$ cat src/rtl/regfile_port_ctrl.sv
// Processor-side access controller for a 32x32 register file: two-operand fetch
// with bypass of the draining writeback, register-0 semantics and a 2-entry write queue.
module regfile_port_ctrl #(
  parameter int N     = 32,
  parameter int R     = 32,
  parameter int ASIZE = $clog2(R)
) (
  input  logic             clk,
  input  logic             rst,
  input  logic             req_valid,
  output logic             req_ready,
  input  logic [ASIZE-1:0] req_rs1,
  input  logic [ASIZE-1:0] req_rs2,
  output logic             rsp_valid,
  input  logic             rsp_ready,
  output logic [N-1:0]     rsp_data1,
  output logic [N-1:0]     rsp_data2,
  input  logic             wb_valid,
  output logic             wb_ready,
  input  logic [ASIZE-1:0] wb_id,
  input  logic [N-1:0]     wb_data,
  output logic [ASIZE-1:0] rf_reg_id_r1,
  output logic [ASIZE-1:0] rf_reg_id_r2,
  input  logic [N-1:0]     rf_data_out1,
  input  logic [N-1:0]     rf_data_out2,
  output logic [ASIZE-1:0] rf_reg_id_w,
  output logic [N-1:0]     rf_data_in,
  output logic             rf_wr
);

  typedef enum logic [1:0] {IDLE, ISSUE, CAPTURE, RESP} state_t;

  state_t           state_q, state_d;
  logic [ASIZE-1:0] rs1_q, rs1_d, rs2_q, rs2_d;
  logic [ASIZE-1:0] rd_id1_q, rd_id1_d, rd_id2_q, rd_id2_d;
  logic [N-1:0]     rsp_data1_q, rsp_data1_d, rsp_data2_q, rsp_data2_d;
  logic             rsp_valid_q, rsp_valid_d;
  logic [ASIZE-1:0] q_id_q   [2];
  logic [ASIZE-1:0] q_id_d   [2];
  logic [N-1:0]     q_data_q [2];
  logic [N-1:0]     q_data_d [2];
  logic             head_q, head_d;
  logic [1:0]       count_q, count_d;

  logic             pop, push, tail, accept;
  logic [ASIZE-1:0] head_id;
  logic [N-1:0]     head_data;

  always_comb begin
    head_id   = q_id_q[head_q];
    head_data = q_data_q[head_q];
    // Draining is held off in ISSUE so the file is stable while it samples the read ids
    pop       = (count_q != 2'd0) && (state_q != ISSUE);
    wb_ready  = rst && (count_q != 2'd2);
    push      = wb_valid && wb_ready;
    tail      = head_q ^ count_q[0];
    req_ready = rst && ((state_q == IDLE) || ((state_q == RESP) && rsp_ready));
    accept    = req_valid && req_ready;

    rf_wr        = pop && (head_id != '0);
    rf_reg_id_w  = head_id;
    rf_data_in   = head_data;
    rf_reg_id_r1 = rd_id1_q;
    rf_reg_id_r2 = rd_id2_q;
    rsp_valid    = rsp_valid_q;
    rsp_data1    = rsp_data1_q;
    rsp_data2    = rsp_data2_q;

    q_id_d   = q_id_q;
    q_data_d = q_data_q;
    if (push) begin
      q_id_d[tail]   = wb_id;
      q_data_d[tail] = wb_data;
    end
    head_d  = pop ? ~head_q : head_q;
    count_d = count_q + {1'b0, push} - {1'b0, pop};

    state_d     = state_q;
    rs1_d       = rs1_q;
    rs2_d       = rs2_q;
    rsp_data1_d = rsp_data1_q;
    rsp_data2_d = rsp_data2_q;
    case (state_q)
      IDLE: if (accept) state_d = ISSUE;
      ISSUE: state_d = CAPTURE;
      CAPTURE: begin
        // The write committing at this edge is invisible to the file read, so forward it
        if (rs1_q == '0)                      rsp_data1_d = '0;
        else if (rf_wr && (head_id == rs1_q)) rsp_data1_d = head_data;
        else                                  rsp_data1_d = rf_data_out1;
        if (rs2_q == '0)                      rsp_data2_d = '0;
        else if (rf_wr && (head_id == rs2_q)) rsp_data2_d = head_data;
        else                                  rsp_data2_d = rf_data_out2;
        state_d = RESP;
      end
      RESP: if (rsp_ready) state_d = req_valid ? ISSUE : IDLE;
      default: state_d = IDLE;
    endcase
    if (accept) begin
      rs1_d = req_rs1;
      rs2_d = req_rs2;
    end

    rsp_valid_d = (state_d == RESP);
    rd_id1_d    = (state_d == ISSUE) ? rs1_d : '0;
    rd_id2_d    = (state_d == ISSUE) ? rs2_d : '0;
  end

  always_ff @(posedge clk or negedge rst) begin
    if (!rst) begin
      state_q     <= IDLE;
      rs1_q       <= '0;
      rs2_q       <= '0;
      rd_id1_q    <= '0;
      rd_id2_q    <= '0;
      rsp_data1_q <= '0;
      rsp_data2_q <= '0;
      rsp_valid_q <= 1'b0;
      q_id_q[0]   <= '0;
      q_id_q[1]   <= '0;
      q_data_q[0] <= '0;
      q_data_q[1] <= '0;
      head_q      <= 1'b0;
      count_q     <= 2'd0;
    end else begin
      state_q     <= state_d;
      rs1_q       <= rs1_d;
      rs2_q       <= rs2_d;
      rd_id1_q    <= rd_id1_d;
      rd_id2_q    <= rd_id2_d;
      rsp_data1_q <= rsp_data1_d;
      rsp_data2_q <= rsp_data2_d;
      rsp_valid_q <= rsp_valid_d;
      q_id_q      <= q_id_d;
      q_data_q    <= q_data_d;
      head_q      <= head_d;
      count_q     <= count_d;
    end
  end

endmodule

$ cat config.mk
export PLATFORM = sky130hd
export DESIGN_NAME = regfile_port_ctrl
export DESIGN_NICKNAME = d
export VERILOG_FILES = /design/src/rtl/regfile_port_ctrl.sv
export SDC_FILE = /design/constraint.sdc
export NUM_CORES = 1
export LEC_CHECK = 0
export ABC_AREA = 1
export ABC_CLOCK_PERIOD_IN_PS = 3100
export BUFFER_PORTS_ARGS = -buffer_cell sky130_fd_sc_hd__buf_4
export CORE_AREA = 2 2 137 139
export DETAILED_ROUTE_END_ITERATION = 8
export DIE_AREA = 0 0 139 141
export PLACE_DENSITY_LB_ADDON = 0.08
export SLEW_MARGIN = 0
export SYNTH_ARGS = -nofsm -noshare
export SYNTH_HDL_FRONTEND = slang
export SYNTH_SLANG_ARGS = --single-unit
$ cat constraint.sdc
create_clock -name clk -period 3.1 [get_ports clk]
set_clock_uncertainty 0.05 [all_clocks]
set_input_delay 0.155 -clock clk [delete_from_list [all_inputs] [get_ports clk]]
set_output_delay 0.155 -clock clk [all_outputs]
set_load 0.1 [all_outputs]
==> reports/results.ini <==
[floorplanning]
die_w_um = 139
core-area_mm2 = 0.0183
floorplan.initialDensity_pct = 44.0
die_area_mm2 = 0.0196
io_pins = 231
die_h_um = 141
rows = 50

[synth]
synthCells = 1003
synth_top_family_by_area = simple AND/OR/NAND/NOR gates
syn_area_per_cell_um2 = 8.02
syn_nets = 1121
synthesis.area_mm2 = 0.00804
ys_seq_area_share_pct = 51.0
yosysWarnings = 0
synth.distinct_cells = 27
synthAdderAreaFrac_pct = 0.311
synth_compound_area_share_pct = 5.62
synth_seq_cells = 164
synth_xor_area_share_pct = 0.669
synth.area.mux_share_pct = 4.76
synthSimpleGateAreaFrac_pct = 25.6

[global_route]
grt_pass1_wl_um = 37900
grtUsageTotal_pct = 24.5
grt_max_degree = 165
first_global_vias = 7181
antenna_found_initial = 1
grt-ovfl-total = 0

[timing]
setup_viol = 0
rsz0062_at_grt = false
max_slew_margin_pct = 37.8
slew_viol_final = 0
max_freq_ghz = 0.392
hold_viol = 0
fin_crit_ns = 2.55
fin_tns_setup_ns = 0
worst_slew_pin_slew_ns = 0.924
finalCritPeriodShare_pct = 82.2

[routing]
post_drt_wl_per_cell_um = 15.3
wl_met1_um = 11300
routed_wl_um = 24100
vias = 7599
drc = 0
drtAntennaViolNets = 0
top_layer_used = met4
vias_per_cell = 4.82
routed-wl-met2_um = 10900
dr.pass1.iters = 5
wl_met3_um = 1450
drtIter0Drc = 559

[clocking]
clk_pin_slew_ns = 0.07
clockRootBuffer = clkbuf_16
postCtsSetupBuffers = 0
ctsHtreeMaxLevel = 4
cts_buffers = 17
cts_tree = done
cts_resized = 0
cts_sinks = 164
max-clock-path-buffers = 2
insertion_delay_ns = 0.43

[finish]
multi_input_area_mm2 = 0.00298
final_common_cell = nand2_1
area_growth_pct = 44.5
nFillCells = 1614
final_area_mm2 = 0.0116
nNetsFinal = 1446
mostFrequentLayoutCells = 307 x nand2_1, 244 x buf_4, 170 x inv_1, 163 x dfrtp_1, 148 x nand3_1
seqCellArea_mm2 = 0.00411
drive_gt1_share_pct = 22.4

[worst_setup_path]
crit_type = reg -> out
end_kind = output port
worstPathArrival_ns = 2.34
required_ns = 2.89
regToRegSetupSlack_ns = 0.56
cp_max_fo = 38
cp-start-kind = flip-flop

[place]
placed_area_mm2 = 0.00991
portBuffers = 230
gp_congestion = 0.827
dp_hpwl_um = 16000

[job]
max-cap-violations = 0

[worst_hold_path]
hp-class = in -> reg

[run_status]
status = completed

[worst paths after layout]
path	startpoint	endpoint	depth (start not counted)
setup / recovery	head_q	rf_data_in[1]	4
hold / removal	rf_data_out2[16]	rsp_data2[16]	5
setup reg to reg	head_q	rsp_data2[16]	11
hold reg to reg	rsp_data2[11]	rsp_data2[11]	2
max in group asynchronous	rst	rsp_data1[1]	3
min in group asynchronous	rst	q_id_q[0]	3
[through the flow]
stage | setup slack (ns) | util, % | cells | hold slack [ns]
2_1_floorplan | 0.0249 | - | 1003 | -0.191
3_3_place_gp | 0.646 | 54.2 | 1432 | 0.323
3_5_place_dp | 0.571 | 54.2 | 1432 | 0.326
4_1_cts | 0.536 | 63.6 | 1575 | 0.00425
5_1_grt | 0.332 | 63.6 | 1576 | 0.0506
6_report | 0.550 | 63.6 | 1576 | 0.0273
[per-layer routing]
layer / track usage (%) / vias to the layer above
met4: 6.70 / 0
met2: 36.3 / 246
li1: - / 3762
met1: 36.1 / 3565
met5: 0 / -
met3: 5.77 / 26
[state kept, by name (all words and copies together), names as in the netlist]
name          count
count_q           2
head_q            1
q_data_q         64
q_id_q           10
rf_reg_id_r1      5
rf_reg_id_r2      5
rs1_q             5
rs2_q             5
rsp_data1        32
rsp_data2        32
rsp_valid         1
state_q           2
[synth_stat cells]
| master | count | area (um2) |
|---|---|---|
| nand2_1 | 307 | 1150 |
| inv_1 | 170 | 638 |
| dfrtp_1 | 164 | 4100 |
| nand3_1 | 148 | 741 |
| o21ai_0 | 73 | 365 |
| mux2_1 | 30 | 338 |
| buf_2 | 17 | 85.1 |
| nor2_1 | 16 | 60.1 |
| clkbuf_1 | 13 | 48.8 |
| o21ai_1 | 12 | 60.1 |
| buf_6 | 11 | 124 |
| buf_1 | 6 | 22.5 |
| nand2_2 | 6 | 37.5 |
| buf_4 | 4 | 30.0 |
| mux2_2 | 4 | 45.0 |
| nor2_4 | 4 | 45.0 |
| inv_2 | 3 | 11.3 |
| a21oi_1 | 2 | 10.0 |
| ha_1 | 2 | 25.0 |
| nand4_1 | 2 | 12.5 |
| nor2_2 | 2 | 12.5 |
| xor2_1 | 2 | 17.5 |
| clkbuf_2 | 1 | 5.00 |
| o2111ai_1 | 1 | 8.76 |
| o31ai_1 | 1 | 7.51 |
| xnor2_1 | 1 | 8.76 |
| xnor2_4 | 1 | 27.5 |
[critical path, stage by stage (launching register included)]
cell and delay [ns]:
dfrtp_2 0.49, buf_4 0.27, o21ai_0 0.78, inv_1 0.10, buf_4 0.27
[repair_timing]
| action | 4_1_cts | 5_1_grt |
|---|---|---|
| hold buffers | 111 | 0 |
| hold endpoints to repair | 321 | 0 |
| setup endpoints to repair | 0 | 0 |
[final cells by class]
type                    count  area share, %
diodes                      1         0.0215
clock buffers              18           3.78
clock inverters            14           1.40
inverters                 173           5.59
multi-input cells         614           25.6
flip-flops and latches    164           35.3
well taps                 234           2.52
repair buffers            358           25.8
[cells by family after synthesis]
family,after synthesis
adder cells (fa/ha/maj),2
AND/OR/NAND/NOR,485
AO/OA/AOI/OAI,89
XOR/XNOR,4
multiplexers,34
flip-flops,164
buffers and inverters,225
Power is not shown: default switching activity piles up to over one toggle a cycle in this logic, so the estimate is an artifact.
